### config.mk
export PLATFORM = sky130hd
export DESIGN_NAME = axi_bus_arbiter
export DESIGN_NICKNAME = d
export VERILOG_FILES = /design/src/rtl/axi_pkg.sv /design/src/rtl/rr_arb2.sv /design/src/rtl/axi_bus_arbiter.sv
export SDC_FILE = /design/constraint.sdc
export NUM_CORES = 1
export LEC_CHECK = 0
export CAP_MARGIN = 40
export CORE_ASPECT_RATIO = 2
export CORE_MARGIN = 1.5
export CORE_UTILIZATION = 26
export CTS_CLUSTER_DIAMETER = 40
export CTS_CLUSTER_SIZE = 8
export DETAILED_ROUTE_END_ITERATION = 8
export PLACE_DENSITY = 0.65
export REMOVE_ABC_BUFFERS = 1
export SLEW_MARGIN = 10
export SYNTH_ARGS = -nofsm -noshare
export SYNTH_HDL_FRONTEND = slang
export SYNTH_SLANG_ARGS = --single-unit
### constraint.sdc
create_clock -name aclk -period 1.75 [get_ports aclk]
set_input_delay 0.35 -clock aclk [delete_from_list [all_inputs] [get_ports aclk]]
set_output_delay 0.35 -clock aclk [all_outputs]
set_load 0.02 [all_outputs]
### src/rtl/axi_pkg.sv
// Shared AXI constants, FSM states and requester ids
// for the CPU bus arbiter.
package axi_pkg;

  localparam int ADDR_W = 32;
  localparam int DATA_W = 32;
  localparam int STRB_W = DATA_W / 8;

  localparam logic [1:0] AXI_BURST_INCR = 2'b01;
  localparam logic [2:0] AXI_SIZE_4B    = 3'b010;
  localparam logic [1:0] AXI_RESP_OKAY  = 2'b00;

  typedef enum logic [2:0] {
    IDLE,
    RD_ADDR,
    RD_DATA,
    WR_ADDR_DATA,
    WR_RESP,
    DONE
  } state_e;

  typedef enum logic {
    REQ_INST = 1'b0,
    REQ_DATA = 1'b1
  } req_id_e;

endpackage

### src/rtl/rr_arb2.sv
// Two-way round-robin arbiter; req[0] is inst, req[1] is data.
// The last-grant register only moves when a grant is taken.
module rr_arb2
  import axi_pkg::*;
(
  input  logic       clk,
  input  logic       rst_n,
  input  logic [1:0] req,
  input  logic       en,
  output logic       valid,
  output req_id_e    gnt
);

  req_id_e last;

  // pick the requester that did not win last time on a tie
  always_comb begin
    valid = |req;
    gnt   = REQ_INST;
    if (&req)
      gnt = (last == REQ_INST) ? REQ_DATA : REQ_INST;
    else if (req[1])
      gnt = REQ_DATA;
  end

  // remember who won the most recent grant
  always_ff @(posedge clk or negedge rst_n) begin
    if (!rst_n)
      last <= REQ_INST;
    else if (en && valid)
      last <= gnt;
  end

endmodule

### src/rtl/axi_bus_arbiter.sv
// Shares one single-beat AXI master port between the
// instruction-fetch and load/store requesters.
module axi_bus_arbiter
  import axi_pkg::*;
#(
  parameter int ADDR_W = 32,
  parameter int DATA_W = 32
) (
  input  logic              aclk,
  input  logic              areset,
  input  logic              inst_req,
  input  logic [ADDR_W-1:0] inst_addr,
  output logic [DATA_W-1:0] inst_rdata,
  output logic              inst_done,
  output logic              inst_err,
  input  logic              data_req,
  input  logic              data_we,
  input  logic [ADDR_W-1:0] data_addr,
  input  logic [DATA_W-1:0] data_wdata,
  input  logic [DATA_W/8-1:0] data_be,
  output logic [DATA_W-1:0] data_rdata,
  output logic              data_done,
  output logic              data_err,
  output logic [ADDR_W-1:0] awaddr,
  output logic [7:0]        awlen,
  output logic [2:0]        awsize,
  output logic [1:0]        awburst,
  output logic [2:0]        awprot,
  output logic              awvalid,
  input  logic              awready,
  output logic [DATA_W-1:0] wdata,
  output logic [DATA_W/8-1:0] wstrb,
  output logic              wlast,
  output logic              wvalid,
  input  logic              wready,
  input  logic [1:0]        bresp,
  input  logic              bvalid,
  output logic              bready,
  output logic [ADDR_W-1:0] araddr,
  output logic [7:0]        arlen,
  output logic [2:0]        arsize,
  output logic [1:0]        arburst,
  output logic [2:0]        arprot,
  output logic              arvalid,
  input  logic              arready,
  input  logic [DATA_W-1:0] rdata,
  input  logic [1:0]        rresp,
  input  logic              rlast,
  input  logic              rvalid,
  output logic              rready
);

  state_e  state;
  state_e  state_nx;
  req_id_e owner;
  req_id_e arb_gnt;
  logic    arb_valid;
  logic    arb_en;
  logic    sel_we;
  logic    we_q;
  logic    aw_ok;
  logic    w_ok;
  logic    rlast_unused;

  logic [ADDR_W-1:0]   addr_q;
  logic [DATA_W-1:0]   wdata_q;
  logic [DATA_W/8-1:0] be_q;

  assign rlast_unused = rlast;

  assign awlen   = 8'd0;
  assign arlen   = 8'd0;
  assign awsize  = AXI_SIZE_4B;
  assign arsize  = AXI_SIZE_4B;
  assign awburst = AXI_BURST_INCR;
  assign arburst = AXI_BURST_INCR;
  assign awprot  = 3'd0;
  assign arprot  = 3'd0;
  assign wlast   = 1'b1;

  assign awaddr = addr_q;
  assign araddr = addr_q;
  assign wdata  = wdata_q;
  assign wstrb  = be_q;

  assign arb_en = (state == IDLE);
  assign sel_we = (arb_gnt == REQ_DATA) && data_we;

  rr_arb2 u_arb (
    .clk   (aclk),
    .rst_n (areset),
    .req   ({data_req, inst_req}),
    .en    (arb_en),
    .valid (arb_valid),
    .gnt   (arb_gnt)
  );

  // state register
  always_ff @(posedge aclk or negedge areset) begin
    if (!areset)
      state <= IDLE;
    else
      state <= state_nx;
  end

  // next state and handshake outputs
  always_comb begin
    state_nx  = state;
    arvalid   = 1'b0;
    rready    = 1'b0;
    awvalid   = 1'b0;
    wvalid    = 1'b0;
    bready    = 1'b0;
    inst_done = 1'b0;
    data_done = 1'b0;
    unique case (state)
      IDLE: begin
        if (arb_valid)
          state_nx = sel_we ? WR_ADDR_DATA : RD_ADDR;
      end
      RD_ADDR: begin
        arvalid = 1'b1;
        if (arready)
          state_nx = RD_DATA;
      end
      RD_DATA: begin
        rready = 1'b1;
        if (rvalid)
          state_nx = DONE;
      end
      WR_ADDR_DATA: begin
        awvalid = !aw_ok;
        wvalid  = !w_ok;
        if ((aw_ok || awready) && (w_ok || wready))
          state_nx = WR_RESP;
      end
      WR_RESP: begin
        bready = 1'b1;
        if (bvalid)
          state_nx = DONE;
      end
      DONE: begin
        inst_done = (owner == REQ_INST);
        data_done = (owner == REQ_DATA);
        state_nx  = IDLE;
      end
      default: state_nx = IDLE;
    endcase
  end

  // latch the winner's payload at grant time
  always_ff @(posedge aclk or negedge areset) begin
    if (!areset) begin
      owner   <= REQ_INST;
      addr_q  <= '0;
      wdata_q <= '0;
      be_q    <= '0;
      we_q    <= 1'b0;
    end else if (arb_en && arb_valid) begin
      owner <= arb_gnt;
      we_q  <= sel_we;
      if (arb_gnt == REQ_DATA) begin
        addr_q  <= data_addr;
        wdata_q <= data_wdata;
        be_q    <= data_be;
      end else begin
        addr_q  <= inst_addr;
        wdata_q <= '0;
        be_q    <= '0;
      end
    end
  end

  // track which write channels have already handshaken
  always_ff @(posedge aclk or negedge areset) begin
    if (!areset) begin
      aw_ok <= 1'b0;
      w_ok  <= 1'b0;
    end else if (state == WR_ADDR_DATA) begin
      if (awvalid && awready)
        aw_ok <= 1'b1;
      if (wvalid && wready)
        w_ok <= 1'b1;
    end else begin
      aw_ok <= 1'b0;
      w_ok  <= 1'b0;
    end
  end

  // capture response so it is valid with the done pulse
  always_ff @(posedge aclk or negedge areset) begin
    if (!areset) begin
      inst_rdata <= '0;
      inst_err   <= 1'b0;
      data_rdata <= '0;
      data_err   <= 1'b0;
    end else if (state == RD_DATA && rvalid && !we_q) begin
      if (owner == REQ_INST) begin
        inst_rdata <= rdata;
        inst_err   <= (rresp != AXI_RESP_OKAY);
      end else begin
        data_rdata <= rdata;
        data_err   <= (rresp != AXI_RESP_OKAY);
      end
    end else if (state == WR_RESP && bvalid) begin
      data_err <= (bresp != AXI_RESP_OKAY);
    end
  end

endmodule

# --- Word-level counts from Yosys, hierarchy flattened ---
# Cells that the tools add are included.
op_classes:
  magnitude_cmp: 0
  n_addsub: 0
  bitwise_logic: 1
  muxes: 27
  n_eq_ne: 13
  n_reduce_logical: 23
  n_mul: 0
  n_div: 0
  n_shift: 0
ops:
  columns: ["operator", "count"]
  rows:
  - ["$mux 32", 2]
  - ["$mux 1", 17]
  - ["$mux 3", 5]
  - ["$pmux 3 s5", 1]
  - ["$ne 2x2->1 const B", 6]
  - ["$logic_and 1x1->1", 8]
  - ["$reduce_and 2->1", 4]
  - ["$eq 3x2->1 const B", 2]
  - ["$eq 3x3->1 const B", 2]
  - ["$reduce_bool 2->1", 3]
  - ["$reduce_and 5->1", 1]
  - ["$mux 4", 1]
  - ["$ne 2x1->1 const B", 2]
  - ["$eq 3x1->1 const B", 1]
  - ["$logic_not 1->1", 3]
  - ["$logic_not 3->1", 1]
  - ["$logic_or 1x1->1", 2]
  - ["$mux 2", 1]
  - ["$reduce_or 2->1", 1]
  - ["$not 1->1", 1]
totals:
  input_bits: 147
  latchBits: 0
  rom_bits: 0
  output_inout_bits: 206
  register_bits: 141
  mem_bits_rw: 0
  n_memories: 0

# --- Logic depth before layout (Yosys ltp) ---
# Gate-level depths: netlist (run 1).
logic_depth:
  word_depth: 6
  depth_mapped: 8
  ltp_nobuf: 6

# --- Cells and area by module ---
# A second synthesis (run 1) with hierarchy kept.
unflattened:
  hier_cells: 563
  hier_area_um2: 6327.3
by_module_without_submodules:
  columns: ["mod", "cells_each", "area_each_um2", "instances", "seq_area_each_um2"]
  rows:
  - ["axi_bus_arbiter", 558, 6277.3, 1, 3528.4]
  - ["rr_arb2", 5, 50.0, 1, 25.0]

# --- Worst setup path after synthesis (run 1) ---
# No wires, ideal clock.
synth_timing:
  kind: "reg2reg"
  startpoint: "register state[0]"
  endpoint: "register inst_rdata[23]"
  slack_ps: -100
  path_stages_with_launch: 7
  arrival_ps: 1722
  synth_period_minus_slack_ps: 1850
  setup_time_ps: 127
  path_cell_list: "dfrtp_1 -> buf_2 -> nor3b_4 -> and4bb_1 -> buf_4 -> buf_6 -> mux2_1"
synth_between:
  elab_chain_len: 4
synth_lines:
  columns: ["item", "line", "text"]
  rows:
  - ["start, declared", "axi_bus_arbiter.sv:53", "state_e state;"]
  - ["start signal, assigned", "axi_bus_arbiter.sv:103", "state <= state_nx;"]
  - ["$eq 3x2->1", "axi_bus_arbiter.sv:197", "end else if (state == RD_DATA && rvalid && !we_q) begin"]
  - ["$logic_and 1x1->1 (2 in series)", "axi_bus_arbiter.sv:197", null]
  - ["$reduce_and 2->1 (no line)", null, null]
  - ["end signal, assigned", "axi_bus_arbiter.sv:199", "inst_rdata <= rdata;"]
  - ["end, declared", "axi_bus_arbiter.sv:13", "output logic [DATA_W-1:0] inst_rdata,"]
# No other way between the ends.
# A chain may end at the register's enable or synchronous reset.

# --- Final worst setup path (run 1) ---
layout_timing:
  startpoint: "register state[0]"
  endpoint: "output bready"
layout_between:
  elab_chain_len: 2
layout_lines:
  columns: ["item", "line", "text"]
  rows:
  - ["$eq 3x3->1", "axi_bus_arbiter.sv:116", "unique case (state)"]
  - ["$mux 1", "axi_bus_arbiter.sv:116", null]
  - ["end, declared", "axi_bus_arbiter.sv:38", "output logic bready,"]
# No other way between the ends.

==> summary.md, run 1 <==
| Metric | Value |
|---|---|
| Minimum setup slack in the final design | -0.0351 ns |
| Global-route wire length before repair | 29,200 um |
| Cell count after synthesis | 554 |
| Flip-flop and latch count after synthesis | 141 |
| Failing checks | negative setup slack |
| Seq/Total Area, Yosys | 0.563 |
| Total non-filler cell area in the finished layout | 10,600 um^2 |
| Cell count of the worst reg-to-reg path | 7 |
| Unrepaired setup endpoints after global routing | yes |
| Total of fill cells in the finished design | 2,267 |
| Cell area power density | 1680 nW/um^2 |
| Cell area after placement | 9680 um^2 |
| Maximum VDD drop | 0.803 mV |
| Fraction of the mapped netlist area in adder cells | 0 |
| Number of rows created at floorplan | 80 |
| Library cell with the largest summed area after synthesis | dfrtp_1 |
| Drt via density | 4.27 |
| Area share of the leading cell type in the synthesized netlist | 0.563 |
| Initial antenna violation count | 1 |
| Largest family of logic cells by synthesized area | multiplexers |
| FMAX | 0.560 GHz |
| Number of cells in the design after placement | 1,129 |
| Fin nets | 1,022 |
| Die width | 113 um |
| Cell chosen for the clock root | clkbuf_16 |
| Simple-gate portion of the synthesized area | 0.0890 |
| Period utilization | 1.02 |
| Data arrival at the endpoint of the critical path | 1.44 ns |
| Worst clock skew | 0.0130 ns |
| Routed wirelength normalized by instance count | 16.8 um |
| First DRT Iteration DRCs | 169 |
| Final setup TNS | -0.0575 ns |
| Data required time of the critical path | 1.40 ns |
| CP Max Fanout | 4 |
| Final Hold Violating Endpoints | 0 |
| Biggest area contributors in the synthesized netlist | dfrtp_1, mux2_1, buf_4, nand2_1, o21ai_1 |
| Grt ovf | 0 |
| Final Critical Period | 1.79 ns |
| Share of the synthesized area in compound gates (AO/OA/AOI/OAI) | 0.0669 |
| Worst-path clk slew | 0.06 ns |
| Number of buffers inserted during clock tree synthesis | 17 |
| Share of post-route cells with drive strength above 1 | 0.168 |
| HPWL Detailed | 14,300 um |
| Starting density of the core | 0.264 |
| Total number of yosys warnings | 0 |
| DRC violation count after routing | 0 |
| Distinct cell type count after synthesis | 30 |
| Post-synthesis xor/xnor area fraction | 0 |
| Multi-input logic area | 2440 um^2 |
| First-pass iteration count of the detailed router | 4 |
| Critical Path Source Type | flip-flop |
| Antenna-violating nets left | 0 |
| Core Area | 23,700 um^2 |
| Pins Over Slew Limit | 0 |
| PortBufs | 318 |
| Total of endpoints with negative setup slack in the final report | 4 |
| CTS tree | yes |
| Via count | 5,014 |
| CTS max path bufs | 2 |
| Sequential cell area | 3530 um^2 |
| GRT Overall Usage | 0.156 |
| Hold WC Path Type | in2async |
| H-tree lvl count | 4 |
| Post-layout instance count excluding filler cells | 1,174 |
| Type of destination of the critical path | output pin |
| CP Class | reg2out |
| Max-cap viol count | 0 |
| Die height | 223 um |
| Worst-Skew Late Latency | 0.43 ns |
| Mean instance size in the synthesized netlist | 11.3 um^2 |
| CTS sink count | 141 |
| Top-level port count | 353 |
| Area Growth Syn to Fin | 69.0% |
| Routability cong. | 0.802 |
| Post-Route WL | 19,800 um |
| Result of the run | finished with violations |
| DIE AREA | 25,100 um^2 |
| Maximum number of pins on one net before global-route repair | 52 |
| Vias in the first global route | 5,295 |
| Lkg Pwr | 5.37 nW |
| Portion of netlist area occupied by mux cells | 0.173 |
| Cell area after synthesis | 6270 um^2 |
-- worst max-delay path, stage by stage (launching register included) --
cell and delay (ns):
dfrtp_1 0.39, buf_6 0.13, buf_6 0.12, nor2_4 0.11
nand2_2 0.06, inv_2 0.08, buf_6 0.12
-- layout by cell type, fill, tap and decap left out, drive strengths merged, types with 3 or more instances in the layout --
cell type,n
dlygate4sd2,146
clkdlybuf4s50,145
dfrtp,141
nand2,108
o21ai,70
mux2,66
buf,55
mux2i,34
conb,33
clkbuf,21
dlymetal6s2s,19
nor2,12
clkinv,7
nor2b,3
a21oi,3
bufinv,3
-- kinds of logic after synthesis --
logic type             after synthesis
DFF                                141
other                                2
buffers and inverters               99
muxes                              100
AOI/OAI and AO/OA                   80
and+or+nand+nor                    132
-- metrics by stage --
stage | hold slack [ns] | setup WS [ns] | util | total power [mW]
after global routing | 0.456 | -0.0963 | 0.447 | 18.8
after detailed placement | 0.322 | -0.157 | 0.408 | 14.6
after global placement | 0.310 | -0.117 | 0.408 | 14.4
after floorplan | 0.0544 | -3.49 | - | 9.84
final | 0.427 | -0.0351 | 0.447 | 17.8
after CTS | 0.423 | -0.0901 | 0.433 | 17.5
-- worst paths after layout --
| kind | from | to | slack, ns |
|---|---|---|---|
| max reg2reg | state[0]$_DFFE_PN0P_ | data_rdata[29]$_DFFE_PN0P_ | 0 |
| max in group asynchronous | areset | data_rdata[17]$_DFFE_PN0P_ | 0.73 |
| max | state[0]$_DFFE_PN0P_ | bready | -0.04 |
| min | areset | data_rdata[7]$_DFFE_PN0P_ | 0.43 |
| min reg2reg | wdata[13]$_DFFE_PN0P_ | wdata[13]$_DFFE_PN0P_ | 0.48 |
| min in group aclk | data_wdata[1] | wdata[1]$_DFFE_PN0P_ | 0.46 |
-- registers in the layout, summed over array words and instances (netlist names) --
name        count
aw_ok           1
we_q            1
wdata          32
inst_rdata     32
wstrb           4
data_err        1
u_arb.last      1
inst_err        1
araddr         32
data_rdata     32
w_ok            1
state           3
-- power by group --
part / total [mW] / internal [mW] / switching (mW)
clock network: 3.71 / 2.29 / 1.41
logic: 8.65 / 3.96 / 4.69
registers: 5.47 / 4.63 / 0.841
-- area by class of cell --
| type | count | share of cell area |
|---|---|---|
| timing repair buffer | 368 | 0.345 |
| clock inverter | 11 | 0.0136 |
| multi-input combinational | 345 | 0.231 |
| sequential | 141 | 0.333 |
| tap | 287 | 0.0339 |
| clock buffer | 19 | 0.0428 |
| inverter | 2 | 0.000709 |
| antenna | 1 | 0.000236 |
-- metal layers --
metal	wire length, um	part of all wire	track usage	vias to the layer above
met5	0	0	0	-
met4	603	0.031	0.0792	0
met3	1070	0.054	0.0349	27
met2	11500	0.58	0.310	213
met1	6570	0.33	0.143	2377
li1	-	-	-	2397
-- what timing repair did --
| action | in CTS | in global routing |
|---|---|---|
| setup buffers | 9 | 1 |
| hold buffers | 1 | 0 |
| setup endpoints to repair | 185 | 96 |
| gates cloned | 2 | 2 |
| endpoints found under the hold margin | 35 | 0 |
| gates resized for setup | 198 | 80 |
| pin swaps | 3 | 7 |
-- synthesized netlist by cell type --
cell / instances
buf_6: 1
nor3_1: 1
nor3b_4: 1
a21boi_1: 1
buf_4: 69
o2111ai_1: 1
a31oi_1: 2
nor3_2: 1
buf_8: 2
and4bb_1: 1
conb_1: 2
nand2b_1: 1
nand2_1: 108
nor2_1: 12
and3_1: 1
nor2b_1: 3
mux2_1: 66
a32o_1: 1
nand3b_1: 2
dfrtp_1: 141
buf_2: 10
a21oi_1: 3
o21ai_1: 70
o31ai_1: 1
inv_1: 2
buf_1: 1
nand4b_2: 1
mux2i_1: 34
clkbuf_1: 14
o21bai_1: 1
No activity file was read; power rests on OpenSTA's default activity.
==> inputs of run 2 (changes only) <==
--- a/config.mk
+++ b/config.mk
@@ -9,6 +9,7 @@
 export CORE_ASPECT_RATIO = 2
 export CORE_MARGIN = 1.5
 export CORE_UTILIZATION = 26
+export CTS_BUF_LIST = sky130_fd_sc_hd__clkbuf_8
 export CTS_CLUSTER_DIAMETER = 40
 export CTS_CLUSTER_SIZE = 8
 export DETAILED_ROUTE_END_ITERATION = 8
==> summary.md, run 2 (same netlist as run 1, synthesis figures left out) <==
| Metric | Value |
|---|---|
| DIE AREA | 25,100 um^2 |
| Hold WC Path Type | in2async |
| Result of the run | finished with violations |
| Power Internal | 9.97 mW |
| PortBufs | 318 |
| Routed wirelength normalized by instance count | 16.7 um |
| CTS tree | yes |
| Top library cells by usage in the layout, fill and taps aside | dlygate4sd2_1, clkdlybuf4s50_1, dfrtp_1 |
| Grt ovf | 0 |
| First-pass iteration count of the detailed router | 4 |
| Pins Over Slew Limit | 0 |
| Drt via density | 4.29 |
| Proportion of power drawn by combinational gates | 0.510 |
| Switching share of power | 0.406 |
| Share of post-route cells with drive strength above 1 | 0.174 |
| Number of rows created at floorplan | 80 |
| Worst clock skew | 0.0156 ns |
| Antenna-violating nets left | 0 |
| CTS max path bufs | 2 |
| Cell count along the critical path | 6 |
| Reg-to-reg critical path endpoint | inst_rdata[16]$_DFFE_PN0P_ |
| Worst-Skew Late Latency | 0.46 ns |
| Starting density of the core | 0.264 |
| Post-layout instance count excluding filler cells | 1,175 |
| Maximum VDD drop | 0.802 mV |
| Sequential group share of total power | 0.326 |
| Via count | 5,035 |
| Final setup TNS | -2.76 ns |
| DRC violation count after routing | 0 |
| GRT Overall Usage | 0.156 |
| Switching power summed over all nets | 6.80 mW |
| Data required time of the critical path | 2.09 ns |
| HPWL Detailed | 14,300 um |
| Top-level port count | 353 |
| Routability cong. | 0.802 |
| Number of cells in the design after placement | 1,129 |
| Worst-path clk slew | 0.08 ns |
| Top delay family on crit path | simple AND/OR/NAND/NOR gates |
| Cell area power density | 1620 nW/um^2 |
| H-tree lvl count | 4 |
| Startpoint of the worst-slack reg-to-reg timing path | state[0]$_DFFE_PN0P_ |
| Global-route wire length before repair | 29,200 um |
| CP Class | reg2reg |
| Area Growth Syn to Fin | 64.9% |
| Minimum setup slack in the final design | -0.110 ns |
| Type of destination of the critical path | flip-flop |
| Max-cap viol count | 0 |
| Vias in the first global route | 5,316 |
| Cell chain of the critical path | buf_6, nor3b_4, and4bb_2, buf_6, clkbuf_16, mux2_4 |
| Die width | 113 um |
| Final core area utilization | 0.436 |
| Cell count of the worst reg-to-reg path | 6 |
| Setup slack, reg-to-reg | -0.11 ns |
| Number of buffer and inverter instances along the worst setup path | 3 |
| CP Max Fanout | 8 |
| Most frequent cell on the critical path | buf_6 |
| Failing checks | negative setup slack |
| Period utilization | 1.06 |
| Initial antenna violation count | 1 |
| First DRT Iteration DRCs | 156 |
| Post-Route WL | 19,600 um |
| Final Critical Period | 1.86 ns |
| Critical Path Source Type | flip-flop |
| Fin nets | 1,023 |
| Final Hold Violating Endpoints | 0 |
| Total of fill cells in the finished design | 2,305 |
| Lkg Pwr | 5.09 nW |
| Number of buffers inserted during clock tree synthesis | 17 |
| Data arrival at the endpoint of the critical path | 2.20 ns |
| FMAX | 0.538 GHz |
| Smallest hold slack | 0.388 ns |
| Beginning of the critical path | state[0]$_DFFE_PN0P_ |
| Core Area | 23,700 um^2 |
| Largest stage delay, worst path | 0.45 ns |
| Total of endpoints with negative setup slack in the final report | 41 |
| Share of power burned in the clock network | 0.164 |
| Commonest non-fill, non-tap cell in the layout | dlygate4sd2_1 |
| Die height | 223 um |
| Unrepaired setup endpoints after global routing | yes |
| Cell chosen for the clock root | clkbuf_8 |
| CTS sink count | 141 |
| Maximum number of pins on one net before global-route repair | 52 |
| Cell with the biggest individual delay on the critical path | dfrtp_2 |
[run 2: changes by cell type in the layout (fill, tap and decap cells not counted), sizes merged]
cell	change
dlymetal6s2s	-19
clkbuf	-1
buf	+2
dlygate4sd2	+20
clkdlybuf4s50	-1
[run 2: layout make-up]
| class | instances | area (um^2) | share of cell area |
|---|---|---|---|
| Timing Repair Buffer | 369 | 3570 | 0.346 |
| Multi-Input combinational cell | 345 | 2460 | 0.238 |
| Tap cell | 287 | 359 | 0.0347 |
| Clock buffer | 19 | 262 | 0.0253 |
| Sequential cell | 141 | 3530 | 0.342 |
| Clock inverter | 11 | 144 | 0.0139 |
| Antenna cell | 1 | 2.50 | 0.000242 |
| Inverter | 2 | 7.51 | 0.000726 |
[run 2: power by group through the flow]
stage	Combinational (mW)	Clock [mW]	Sequential (mW)
after floorplan	2.00	0	7.84
after global placement	8.93	0	5.51
after detailed placement	9.03	0	5.56
after CTS	8.31	2.88	5.46
after global routing	9.12	3.00	5.66
final	8.56	2.75	5.47
[run 2: per-stage QoR]
stage                     instance area [um^2]  total power [mW]  setup slack [ns]
after floorplan                           5720              9.84             -3.49
after global placement                    9680              14.4            -0.117
after detailed placement                  9680              14.6            -0.157
after CTS                                10100              16.7            -0.121
after global routing                     10300              17.8            -0.168
final                                    10300              16.8            -0.110
[run 2: worst register-to-register path: stages (launching register included)]
cell       delay (ns)
dfrtp_2          0.45
buf_6            0.13
nor3b_4          0.23
and4bb_2         0.30
buf_6            0.14
clkbuf_16        0.18
mux2_4           0.31
[run 2: worst max path at each step]
stage                                       to  slack [ns]
floorplan                araddr[0]$_DFFE_PN0P_       -3.49
global placement    inst_rdata[11]$_DFFE_PN0P_       -0.12
detailed placement        wdata[5]$_DFFE_PN0P_       -0.16
CTS                                     wvalid       -0.12
global route        inst_rdata[16]$_DFFE_PN0P_       -0.17
finish              inst_rdata[16]$_DFFE_PN0P_       -0.11
[run 2: metal layers]
layer | GRT usage | share of wire | vias up
met5 | 0 | 0 | -
met4 | 0.0690 | 0.028 | 0
met3 | 0.0393 | 0.055 | 29
met2 | 0.307 | 0.58 | 224
met1 | 0.146 | 0.33 | 2388
li1 | - | - | 2394
[run 2: timing repair]
action | CTS | global route
pin swaps | 4 | 8
endpoints found under the hold margin | 35 | 0
cloned | 2 | 1
hold buffers | 1 | 0
setup endpoints to repair | 205 | 77
resized for setup | 240 | 43
setup buffers | 11 | 1
==> inputs of run 3 (changes only) <==
--- a/config.mk
+++ b/config.mk
@@ -13,6 +13,7 @@
 export CTS_CLUSTER_DIAMETER = 40
 export CTS_CLUSTER_SIZE = 8
 export DETAILED_ROUTE_END_ITERATION = 8
+export GPL_ROUTABILITY_DRIVEN = 0
 export PLACE_DENSITY = 0.65
 export REMOVE_ABC_BUFFERS = 1
 export SLEW_MARGIN = 10
==> results of run 3 <==
No change in the layout: final DEF, timing and power equal those of run 2.
